--- src/rtl/instr_assembler_if.sv ---
// Request channel into the instruction assembler: handshake plus the
// field-level description of one instruction.
interface instr_assembler_if;
   logic        in_valid;
   logic        in_ready;
   logic [31:0] imm_value;
   logic [2:0]  imm_src;
   logic [6:0]  opcode;
   logic [4:0]  rd;
   logic [4:0]  rs1;
   logic [4:0]  rs2;
   logic [2:0]  funct3;
   logic [6:0]  funct7;

   // Instruction source side
   modport master (
      output in_valid, imm_value, imm_src, opcode, rd, rs1, rs2, funct3, funct7,
      input  in_ready
   );

   // Assembler side
   modport slave (
      input  in_valid, imm_value, imm_src, opcode, rd, rs1, rs2, funct3, funct7,
      output in_ready
   );
endinterface

--- src/rtl/instr_assembler.sv ---
// Streaming RISC-V instruction assembler: range-checks the immediate for the
// selected format, packs it into architectural bit positions and writes the
// encoded word to instruction memory at an auto-incrementing address.
// imm_src: 0=U 1=J 2=S 3=B 4=I-signed 5=I-shift 6=I-unsigned 7=illegal.
module instr_assembler #(
   parameter int ADDR_W = 8,
   parameter int SIZE   = 32
) (
   input  logic              clk,
   input  logic              reset,
   input  logic              clear,
   instr_assembler_if.slave  req,
   output logic              wr_en,
   output logic [ADDR_W-1:0] wr_addr,
   output logic [SIZE-1:0]   wr_data,
   output logic              err_valid,
   output logic [1:0]        err_code,
   output logic [ADDR_W:0]   count,
   output logic              full
);

   typedef enum logic {ACTIVE, FULL_ST} state_t;

   localparam logic [ADDR_W:0] LAST_CNT = {1'b0, {ADDR_W{1'b1}}};

   state_t            state_reg, state_next;
   logic [ADDR_W-1:0] ptr_reg;
   logic [ADDR_W:0]   count_reg;
   logic              wr_en_reg, err_valid_reg;
   logic [ADDR_W-1:0] wr_addr_reg;
   logic [SIZE-1:0]   wr_data_reg;
   logic [1:0]        err_code_reg;

   logic [31:0] imm;
   logic [31:0] enc_word;
   logic        range_err, align_err, illegal_err;
   logic [1:0]  err_sel;
   logic        accept;

   assign imm    = req.imm_value;
   assign accept = req.in_valid && req.in_ready;

   // Per-format range check and bit packing of the immediate
   always_comb begin
      range_err   = 1'b0;
      illegal_err = 1'b0;
      enc_word    = '0;
      case (req.imm_src)
         3'd0: begin
            range_err = (imm[11:0] != 12'd0);
            enc_word  = {imm[31:12], req.rd, req.opcode};
         end
         3'd1: begin
            range_err = (imm[31:20] != {12{imm[20]}});
            enc_word  = {imm[20], imm[10:1], imm[11], imm[19:12], req.rd, req.opcode};
         end
         3'd2: begin
            range_err = (imm[31:11] != {21{imm[11]}});
            enc_word  = {imm[11:5], req.rs2, req.rs1, req.funct3, imm[4:0], req.opcode};
         end
         3'd3: begin
            range_err = (imm[31:12] != {20{imm[12]}});
            enc_word  = {imm[12], imm[10:5], req.rs2, req.rs1, req.funct3,
                         imm[4:1], imm[11], req.opcode};
         end
         3'd4: begin
            range_err = (imm[31:11] != {21{imm[11]}});
            enc_word  = {imm[11:0], req.rs1, req.funct3, req.rd, req.opcode};
         end
         3'd5: begin
            range_err = (imm[31:5] != 27'd0);
            enc_word  = {req.funct7, imm[4:0], req.rs1, req.funct3, req.rd, req.opcode};
         end
         3'd6: begin
            range_err = (imm[31:12] != 20'd0);
            enc_word  = {imm[11:0], req.rs1, req.funct3, req.rd, req.opcode};
         end
         default: illegal_err = 1'b1;
      endcase
   end

   // Error priority: illegal format beats misalignment beats range
   always_comb begin
      align_err = ((req.imm_src == 3'd1) || (req.imm_src == 3'd3)) && imm[0];
      if (illegal_err)
         err_sel = 2'd3;
      else if (align_err)
         err_sel = 2'd2;
      else if (range_err)
         err_sel = 2'd1;
      else
         err_sel = 2'd0;
   end

   // FSM state register
   always_ff @(posedge clk) begin
      if (reset)
         state_reg <= ACTIVE;
      else
         state_reg <= state_next;
   end

   // FSM next state: the write filling the last slot enters FULL on its own edge
   always_comb begin
      state_next = state_reg;
      if (clear)
         state_next = ACTIVE;
      else if (accept && (err_sel == 2'd0) && (count_reg == LAST_CNT))
         state_next = FULL_ST;
   end

   // FSM outputs
   always_comb begin
      req.in_ready = (state_reg == ACTIVE) && !clear && !reset;
      full         = (state_reg == FULL_ST);
   end

   // Registered write/error stage and write pointer
   always_ff @(posedge clk) begin
      if (reset) begin
         ptr_reg       <= '0;
         count_reg     <= '0;
         wr_en_reg     <= 1'b0;
         err_valid_reg <= 1'b0;
         wr_addr_reg   <= '0;
         wr_data_reg   <= '0;
         err_code_reg  <= 2'd0;
      end else begin
         wr_en_reg     <= 1'b0;
         err_valid_reg <= 1'b0;
         if (clear) begin
            ptr_reg     <= '0;
            count_reg   <= '0;
            wr_addr_reg <= '0;
         end else if (accept) begin
            if (err_sel == 2'd0) begin
               wr_en_reg   <= 1'b1;
               wr_addr_reg <= ptr_reg;
               wr_data_reg <= enc_word;
               ptr_reg     <= ptr_reg + 1'b1;
               count_reg   <= count_reg + 1'b1;
            end else begin
               err_valid_reg <= 1'b1;
               err_code_reg  <= err_sel;
            end
         end
      end
   end

   assign wr_en     = wr_en_reg;
   assign wr_addr   = wr_addr_reg;
   assign wr_data   = wr_data_reg;
   assign err_valid = err_valid_reg;
   assign err_code  = err_code_reg;
   assign count     = count_reg;

endmodule

--- src/flat_wrapper.sv ---
// flat-port wrapper written by rule: the top's interface ports become plain ports
module instr_assembler_flat 
#(
   parameter int ADDR_W = 8,
   parameter int SIZE   = 32
)
  (clk, reset, clear, wr_en, wr_addr, wr_data, err_valid, err_code, count, full, req_in_valid, req_imm_value, req_imm_src, req_opcode, req_rd, req_rs1, req_rs2, req_funct3, req_funct7, req_in_ready);
  instr_assembler_if req_i ();
  input  logic clk;
  input  logic reset;
  input  logic clear;
  output logic wr_en;
  output logic [ADDR_W-1:0] wr_addr;
  output logic [SIZE-1:0] wr_data;
  output logic err_valid;
  output logic [1:0] err_code;
  output logic [ADDR_W:0] count;
  output logic full;
  input wire logic [$bits(req_i.in_valid)-1:0] req_in_valid;
  input wire logic [$bits(req_i.imm_value)-1:0] req_imm_value;
  input wire logic [$bits(req_i.imm_src)-1:0] req_imm_src;
  input wire logic [$bits(req_i.opcode)-1:0] req_opcode;
  input wire logic [$bits(req_i.rd)-1:0] req_rd;
  input wire logic [$bits(req_i.rs1)-1:0] req_rs1;
  input wire logic [$bits(req_i.rs2)-1:0] req_rs2;
  input wire logic [$bits(req_i.funct3)-1:0] req_funct3;
  input wire logic [$bits(req_i.funct7)-1:0] req_funct7;
  output wire logic [$bits(req_i.in_ready)-1:0] req_in_ready;
  assign req_i.in_valid = req_in_valid;
  assign req_i.imm_value = req_imm_value;
  assign req_i.imm_src = req_imm_src;
  assign req_i.opcode = req_opcode;
  assign req_i.rd = req_rd;
  assign req_i.rs1 = req_rs1;
  assign req_i.rs2 = req_rs2;
  assign req_i.funct3 = req_funct3;
  assign req_i.funct7 = req_funct7;
  assign req_in_ready = req_i.in_ready;
  instr_assembler #(.ADDR_W(ADDR_W), .SIZE(SIZE)) u_core (.clk(clk), .reset(reset), .clear(clear), .req(req_i), .wr_en(wr_en), .wr_addr(wr_addr), .wr_data(wr_data), .err_valid(err_valid), .err_code(err_code), .count(count), .full(full));
endmodule
--- config.mk ---
export PLATFORM = sky130hd
export DESIGN_NAME = instr_assembler_flat
export DESIGN_NICKNAME = d
export VERILOG_FILES = /design/src/rtl/instr_assembler_if.sv /design/src/rtl/instr_assembler.sv /design/src/flat_wrapper.sv
export SDC_FILE = /design/constraint.sdc
export NUM_CORES = 1
export LEC_CHECK = 0
export BUFFER_PORTS_ARGS = -buffer_cell sky130_fd_sc_hd__buf_4
export CORE_AREA = 4 4 91 110
export CTS_CLUSTER_SIZE = 30
export DETAILED_ROUTE_END_ITERATION = 16
export DIE_AREA = 0 0 95 114
export HOLD_SLACK_MARGIN = 0.15
export PLACE_DENSITY = 0.66
export SYNTH_ARGS = -nofsm -noshare
export SYNTH_HDL_FRONTEND = slang
export SYNTH_SLANG_ARGS = --single-unit
--- constraint.sdc ---
create_clock -name clk -period 3.02 [get_ports clk]
set_input_delay 0.302 -clock clk [delete_from_list [all_inputs] [get_ports clk]]
set_output_delay 0.302 -clock clk [all_outputs]
set_load 0.005 [all_outputs]
# Word level (Yosys, flattened, before mapping)
# Cells that the tools add are included.
# word_totals
output_inout_bits	55
in_bits	71
register_bits	62
word_cells	53
# classes
eq_ne	10
reduce_logical	22
muxes	7
bitwise_logic	4
add_sub_neg	2
# op_table
op	count
$pmux W32 S6	1
$reduce_bool A27 Y1	1
$ne A20 B20 Y1	1
$reduce_bool A20 Y1	1
$ne A19 B19 Y1	1
$reduce_bool A12 Y1	1
$ne A11 B11 Y1	1
$add A9 B1 Y9 const B	1
$eq A3 B3 Y1 const B	3
$eq A9 B8 Y1 const B	1
$add A8 B1 Y8 const B	1
$reduce_or A7 Y1	1
$eq A3 B2 Y1 const B	2
$logic_and A1 B1 Y1	6
$pmux W1 S6	1
$reduce_and A3 Y1	2
$reduce_or A2 Y1	3
$mux W2	2
$not A1 Y1	4
$eq A3 B1 Y1 const B	1
$logic_not A3 Y1	1
$mux W1	3
$reduce_or A3 Y1	1
$logic_not A1 Y1	2
other kinds (3)	3

# Longest topological paths before layout
# Gate-level depths: netlist of run 1.
# logic_depth
depth_word	9
mapped_depth	12

# Least setup slack after synthesis of run 1
# OpenSTA, ideal clock, no wires.
# synth_timing
path_type	input-to-reg
startpoint	input req_imm_value[11]
endpoint	register u_core.wr_addr_reg[2], in the netlist u_core.wr_addr[2]
path_buffers	3
path_slack_ns	0.801
arrival_time_ns	2.091
stages	9
path_cell_list	buf_2 -> or4_1 -> a21oi_1 -> a311oi_2 -> nor4_2 -> buf_4 -> buf_8 -> mux2i_1 -> nor2_1
# synth_via
elab_chain_cells	7
# synth_lines
element	line_no	source
start: declaration	flat_wrapper.sv:20	input wire logic [$bits(req_i.imm_value)-1:0] req_imm_value;
$ne A20 B20 Y1 (tied with other cells)	instr_assembler.sv:58, instr_assembler.sv:67	
$pmux W1 S6 *	instr_assembler.sv:48	case (req.imm_src)
$mux W1 *	instr_assembler.sv:89	else if (range_err)
$mux W2 *	instr_assembler.sv:87	else if (align_err)
$mux W2 *	instr_assembler.sv:85	if (illegal_err)
$logic_not A2 Y1 *	instr_assembler.sv:136	if (err_sel == 2'd0) begin
$reduce_and A2 Y1 (no source line) *	-	
end signal: assignment	instr_assembler.sv:138	wr_addr_reg <= ptr_reg;
end: declaration	instr_assembler.sv:30	logic [ADDR_W-1:0] wr_addr_reg;
# Mark *: on every way between the ends. The rest lies on a longest branch, timed or not.
# A chain may end at the register's enable or synchronous reset.

# Final worst setup path of run 1
# layout_timing
startpoint	input req_imm_value[12]
endpoint	register u_core.ptr_reg[2]
# layout_via
elab_chain_cells	7
# layout_lines
element	line_no	source
$ne A20 B20 Y1 (tied with other cells)	instr_assembler.sv:58, instr_assembler.sv:67	
$pmux W1 S6 *	instr_assembler.sv:48	
$mux W1 *	instr_assembler.sv:89	
$mux W2 *	instr_assembler.sv:87	
$mux W2 *	instr_assembler.sv:85	
$logic_not A2 Y1 *	instr_assembler.sv:136	
$reduce_and A2 Y1 (no source line) *	-	
end signal: assignment	instr_assembler.sv:140	ptr_reg <= ptr_reg + 1'b1;
end: declaration	instr_assembler.sv:27	logic [ADDR_W-1:0] ptr_reg;
# Marked as above.

==> metrics.txt, run 1 <==
clk_lat worst skew 330 ps; final global-route overflow total 0; cell with the most instances after synthesis dfxtp_1; Syn Nets 520; outcome completed; final worst setup slack 691.6 ps; Max Slew Vio Count 0; Seq cells post-synth 62; port bufs 125; RR Startpoint u_core.full$_SDFFE_PP0P_; Core Region 0.008939 sq mm; largest net degree at the start of global routing 51; Rel. slew slack 0.5389; predominant post-synthesis flop cell dfxtp_1; first-pass GRT wire length 17330 um; drt total wl roughly 11000 um; gpl congestion 0.9586; CTS tree built; Least-Margin Pin Slew about 690 ps; setup tns final 0 ps; vias in the first global route ~3.6k; initial antenna violation count 0; Hold/Removal Path Class in2reg; HPWL after DPL 8071 um; Total GRT Usage 0.2008; final core utilization 0.5311; Pleak 0.002000 uW; clk_skew 7.192 ps; post-CTS sizing 0; critical path fanouts, max 50; pwr/cell area 408.3 mW/mm^2; Worst IR Drop VDD 232.8 uV; share of flip-flops with an asynchronous set or reset 0; Die Y-Extent about 110 um; drt pass-1 iters 4; routed vias/inst 5.465; root buf cell clkbuf_8; Die X around 95 um; maxcap violations 0; hold buffer count at CTS 0; post-synth top area share 0.3532; die area 0.01083 sq mm; layout cells sized above 1 0.2908; CP arrival 2550 ps; Num Clock Sinks 62; Mean Syn Cell Area slightly below 8 sq um; RSZ-0062 raised after global routing no; synth top area cells dfxtp_1 35%, mux2i_1 8.8%, nor2_1 5.7%, nand2_1 5.4%, a21oi_1 3.8%; wire length per cell about 16 um; # IOs 126; CP Class in2reg; Setup crit start kind input pin; Period Utilization, post-route 0.7710; Yosys top cell by area dfxtp_1; Cells after Synth 443; Largest register FFs 32; H-tree depth 3; Max Freq 429.5 MHz; Post-Syn Area 0.003515 sq mm; Starting Density 0.3932; synth-to-layout area growth 35.07%; final setup violation count 0; Detail Route Antenna Nets 0; worst hold start req_opcode[0]; post-synthesis sequential area ratio 0.3532; total CTS buffers 9; required time worst endpoint 3240 ps; EDFF count, synth 0; # diodes 0; YS warnings 0; post-synth cell types 54; Tmin final 2328 ps; Crit. End Element register; DRC violations left 0; DRT iter0 DRCs between 100 and 150; post-CTS setup buffers 0; Fin. Hold Viols 0; DR vias 3738; num rows 38; Commonest cells post-synth 62 x dfxtp_1, 53 x nor2_1, 51 x nand2_1, 31 x mux2i_1, 27 x a21oi_1; Worst Setup SP req_imm_value[12]; dpl ws 347.5 ps; hold_ws 187.5 ps; Max Buffers Root-to-Sink 2; Final nets roughly 640; Reg clk slew, reported paths 70 ps
-- per-layer routing --
| layer | up-vias | track usage | share of wire |
|---|---|---|---|
| met5 | - | 0 | 0 |
| met4 | 0 | 0.07796 | 0.018 |
| met3 | 17 | 0.04354 | 0.051 |
| met2 | 132 | 0.3358 | 0.52 |
| met1 | 1757 | 0.2498 | 0.41 |
| li1 | 1832 | - | - |
-- cell usage in the layout (no fill, tap or decap), types with 8 or more instances in the layout --
cell type  synthesis  layout
nand2b_1          15      15
a22oi_1            9       9
nand2_1           51      51
nand4_1           10      10
o2111ai_1          8       8
a31o_2             8       8
o21ai_0           26      26
dfxtp_1           62      62
nor2_1            53      53
a21oi_1           27      27
clkbuf_8           0      10
buf_4              3     133
inv_1             19      19
mux2i_1           31      31
nand3_1           15      15
-- area by class of cell --
cell class                      instances  area [sq um]
Sequential cell                        62          1241
Timing Repair Buffer                  134          1018
Clock inverter                          4         70.07
Fill cell                             913          4192
Tap cell                              120         150.1
Inverter                               20         75.07
Clock buffer                           12         145.1
Multi-Input combinational cell        332          2047
-- worst max-delay path: stages --
cell and delay, ps:
buf_4 140, inv_1 80, ha_1 140, nor4bb_1 270, nand3_1 110, a32oi_1 210, nand4_1 220, nor4_4 400
buf_12 300, a21oi_1 120, a31o_2 220
-- through the flow --
stage,area [sq um],power [uW],std cells
detailed placement,4532,1138,668
global placement,4532,1137,668
finish,4747,1938,684
CTS,4747,1960,684
global route,4747,2024,684
floorplan,3515,991.2,443
-- power breakdown --
group	switching (uW)	total (uW)	leakage, uW	internal, uW
Sequential	5.01	831	0.000500	826
Clock	332	817	0.000110	486
Combinational	156	290	0.00139	134
Total	493	1940	0.00200	1450
-- path summary, 6_finish.rpt --
path	slack [ps]	cells past startpoint	to
hold reg to reg	480	2	u_core.wr_data[15]$_SDFFE_PP0P_
hold / removal	190	3	u_core.wr_data[0]$_SDFFE_PP0P_
setup / recovery	690	11	u_core.ptr_reg[2]$_SDFFE_PP0P_
setup reg to reg	1160	7	u_core.ptr_reg[2]$_SDFFE_PP0P_
-- cells by family after synthesis --
group | after synthesis | share of synthesized area
adders and majority gates | 6 | 0.02136
muxes | 31 | 0.08829
and+or+nand+nor | 181 | 0.2517
DFF | 62 | 0.3532
xor gates and xnor gates | 3 | 0.007477
buffers and inverters | 49 | 0.06692
AOI/OAI and AO/OA | 111 | 0.2111
Note: power is estimated with default switching activity, not from simulation.
==> run 2: changes to the inputs <==
- ABC_AREA: default -> 1
- CORE_AREA: 4 4 91 110 -> 4 4 93 113
- DIE_AREA: 0 0 95 114 -> 0 0 97 117
- PLACE_DENSITY: 0.66 -> 0.65
- clock period: 3.02 -> 2.15 ns (I/O delays scaled with it)
==> run 2 against run 1 <==
Total power increased by 76%. Die area increased by 4.8%. Combinational power increased by 75%. Register-to-register slack got worse by 690 ps.
==> metrics.txt, run 2 <==
outcome completed; post-synth cell types 33; clk_skew 3.392 ps; vias in the first global route 4054; combinational power share 0.149; HPWL after DPL slightly above 9000 um; largest family of logic cells by synthesized area simple AND/OR/NAND/NOR gates; # diodes 0; layout cells sized above 1 0.2500; GRT met1 Usage 0.2420; Least-Margin Pin Slew roughly 710 ps; switching power 838.8 uW; leading cell type in the layout, fill and taps excluded nand2_1; required time worst endpoint 2360 ps; YS warnings 0; initial antenna violation count 0; post-synth top area share 0.3346; Core Region 0.009418 sq mm; Filler Cell Count 954; final global-route overflow total 0; GR Layer Usage met2 0.3669; CTS tree built; Cells after Synth 596; Pleak 0.002505 uW; Clock power frac 0.503; Synth Area in XOR/XNOR 0.02833; post-CTS setup buffers 0; Syn Nets 673; post-synthesis sequential area ratio 0.3346; wire length per cell roughly 14 um; mux cell area share after synthesis 0; # IOs 126; Fin. Hold Viols 0; dpl ws 64.34 ps; Yosys top cell by area dfxtp_1; Multi-input gate area 0.002077 sq mm; Reg power frac 0.348; first-pass GRT wire length 19110 um; global route hottest layer met2; Setup crit start kind input pin; gpl congestion slightly above 0.9; Detail Route Antenna Nets 0; die area roughly 0.011 sq mm; synth top area cells dfxtp_1 33%, nand2_1 16%, nor2_1 13%, inv_1 5.6%, a21oi_1 3.9%; switching part of the total 0.2459; DRC violations left 0; most frequent cells in the layout 157 x nand2_1, 141 x buf_4, 132 x nor2_1; CP Cell Sequence dlygate4sd3_1 -> buf_4 -> nor2_2 -> inv_4 -> nor2_1 -> nand2_1 -> inv_2 -> nand3_2 -> buf_4 -> o21ai_0 -> nor2_1; simple logic cell fraction of the synthesized area 0.3980; Max Slew Vio Count 0; Final nets about 800; storage element area 0.001241 sq mm; Slowest-stage cell, CP dlygate4sd3_1; Period Utilization, post-route 0.8796; Post-Syn Area 0.003710 sq mm; Largest register FFs 32; met3 Track Usage GR 0.04564; Total GRT Usage 0.2056; root buf cell clkbuf_16; predominant post-synthesis flop cell dfxtp_1; num rows 39; Pwr Total 3411 uW; Tmin final 1891 ps; DRT iter0 DRCs 270; Reg clk slew, reported paths about 60 ps; pwr/cell area about 660 mW/mm^2; Starting Density 0.3939; Seq cells post-synth 62; share of flip-flops with an asynchronous set or reset 0; drt pass-1 iters 5; cell with the most instances after synthesis nand2_1; Critical Path Max Stage Delay ~530 ps; post-synthesis compound-gate area fraction 0.1126; DR vias 4236; routed vias/inst between 4 and 5; EDFF count, synth 0; drt total wl 11770 um; Worst IR Drop VDD approximately 370 uV; Hold/Removal Path Class in2reg; setup tns final 0 ps; Die Y-Extent 117 um; placed cell area 0.004810 sq mm; P_int 2572 uW; RSZ-0062 raised after global routing no; Commonest cells post-synth 157 x nand2_1, 133 x nor2_1, 62 x dfxtp_1, 55 x inv_1, 29 x a21oi_1; final worst setup slack about 260 ps; Final Cell Area a little over 0.005 sq mm; CP Class in2reg; Adder-Cell Fraction of Synth Area 0.02024; Mean Syn Cell Area 6.225 sq um; Rel. slew slack 0.5221; CP arrival 2100 ps; H-tree depth 3; final setup violation count 0; maxcap violations 0; largest net degree at the start of global routing 42; Max Freq 528.8 MHz; total CTS buffers 9; Max Buffers Root-to-Sink 2; Crit. End Element register; Die X 97 um; synth-to-layout area growth 39.66%; Num Clock Sinks 62; port bufs 125; critical path fanouts, max 20; final core utilization 0.5502; clk_lat worst skew 320 ps
-- run 2: cell types whose count changed after synthesis, moves of 13 or more --
cell / before / now
inv_2: 0 / 13
nand2b_1: 15 / 0
nand2_1: 51 / 157
mux2i_1: 31 / 0
inv_1: 19 / 55
nor2_1: 53 / 133
-- run 2: critical path, delay by kind of cell --
family | cells | cell delay (ps)
buffers and inverters | 5 | 1100
and+or+nand+nor | 5 | 580
AOI/OAI and AO/OA | 1 | 200
-- run 2: cells by family after synthesis --
family,after synthesis
AOI/OAI and AO/OA,75
xor gates and xnor gates,12
adders and majority gates,6
buffers and inverters,92
DFF,62
and+or+nand+nor,349
-- run 2: worst paths after layout --
kind / startpoint / cells after the start / endpoint / slack [ps]
setup / recovery: reset / 11 / u_core.wr_addr[5]$_SDFFE_PP0P_ / 260
hold reg to reg: u_core.full$_SDFFE_PP0P_ / 2 / u_core.full$_SDFFE_PP0P_ / 480
setup reg to reg: u_core.count[1]$_SDFFE_PP0P_ / 7 / u_core.count[8]$_SDFFE_PP0P_ / 470
hold / removal: req_opcode[5] / 5 / u_core.wr_data[5]$_SDFFE_PP0P_ / 200
-- run 2: through the flow --
step                      instances  hold WS (ps)
after global routing            855         224.3
after floorplan                 596         284.1
after detailed placement        838         412.6
final                           855         204.9
after CTS                       855         199.9
after global placement          838         409.2
-- run 2: final cells by class --
| type | count | area share |
|---|---|---|
| Multi-Input combinational cell | 442 | 0.4009 |
| Sequential cell | 62 | 0.2396 |
| Timing Repair Buffer | 143 | 0.2101 |
| Inverter | 69 | 0.05095 |
| Clock buffer | 10 | 0.04612 |
| Tap cell | 123 | 0.02970 |
| Clock inverter | 6 | 0.02270 |
-- run 2: layer usage --
metal | vias up | part of all wire
li1 | 2161 | -
met1 | 1910 | 0.41
met2 | 139 | 0.51
met3 | 26 | 0.059
met4 | 0 | 0.025
met5 | - | 0
-- run 2: power by group through the flow --
stage                     Clock, uW  Sequential (uW)  Combinational (uW)
after global routing           1810             1190                 566
after floorplan                   0             1210                 260
after global placement            0             1210                 498
final                          1720             1190                 508
after detailed placement          0             1210                 503
after CTS                      1750             1190                 508
-- run 2: timing repair --
action / 4_1_cts / 5_1_grt
endpoints found under the setup margin: 0 / 3
hold buffers: 1 / 0
endpoints found under the hold margin: 2 / 0
gates resized for setup: 0 / 2
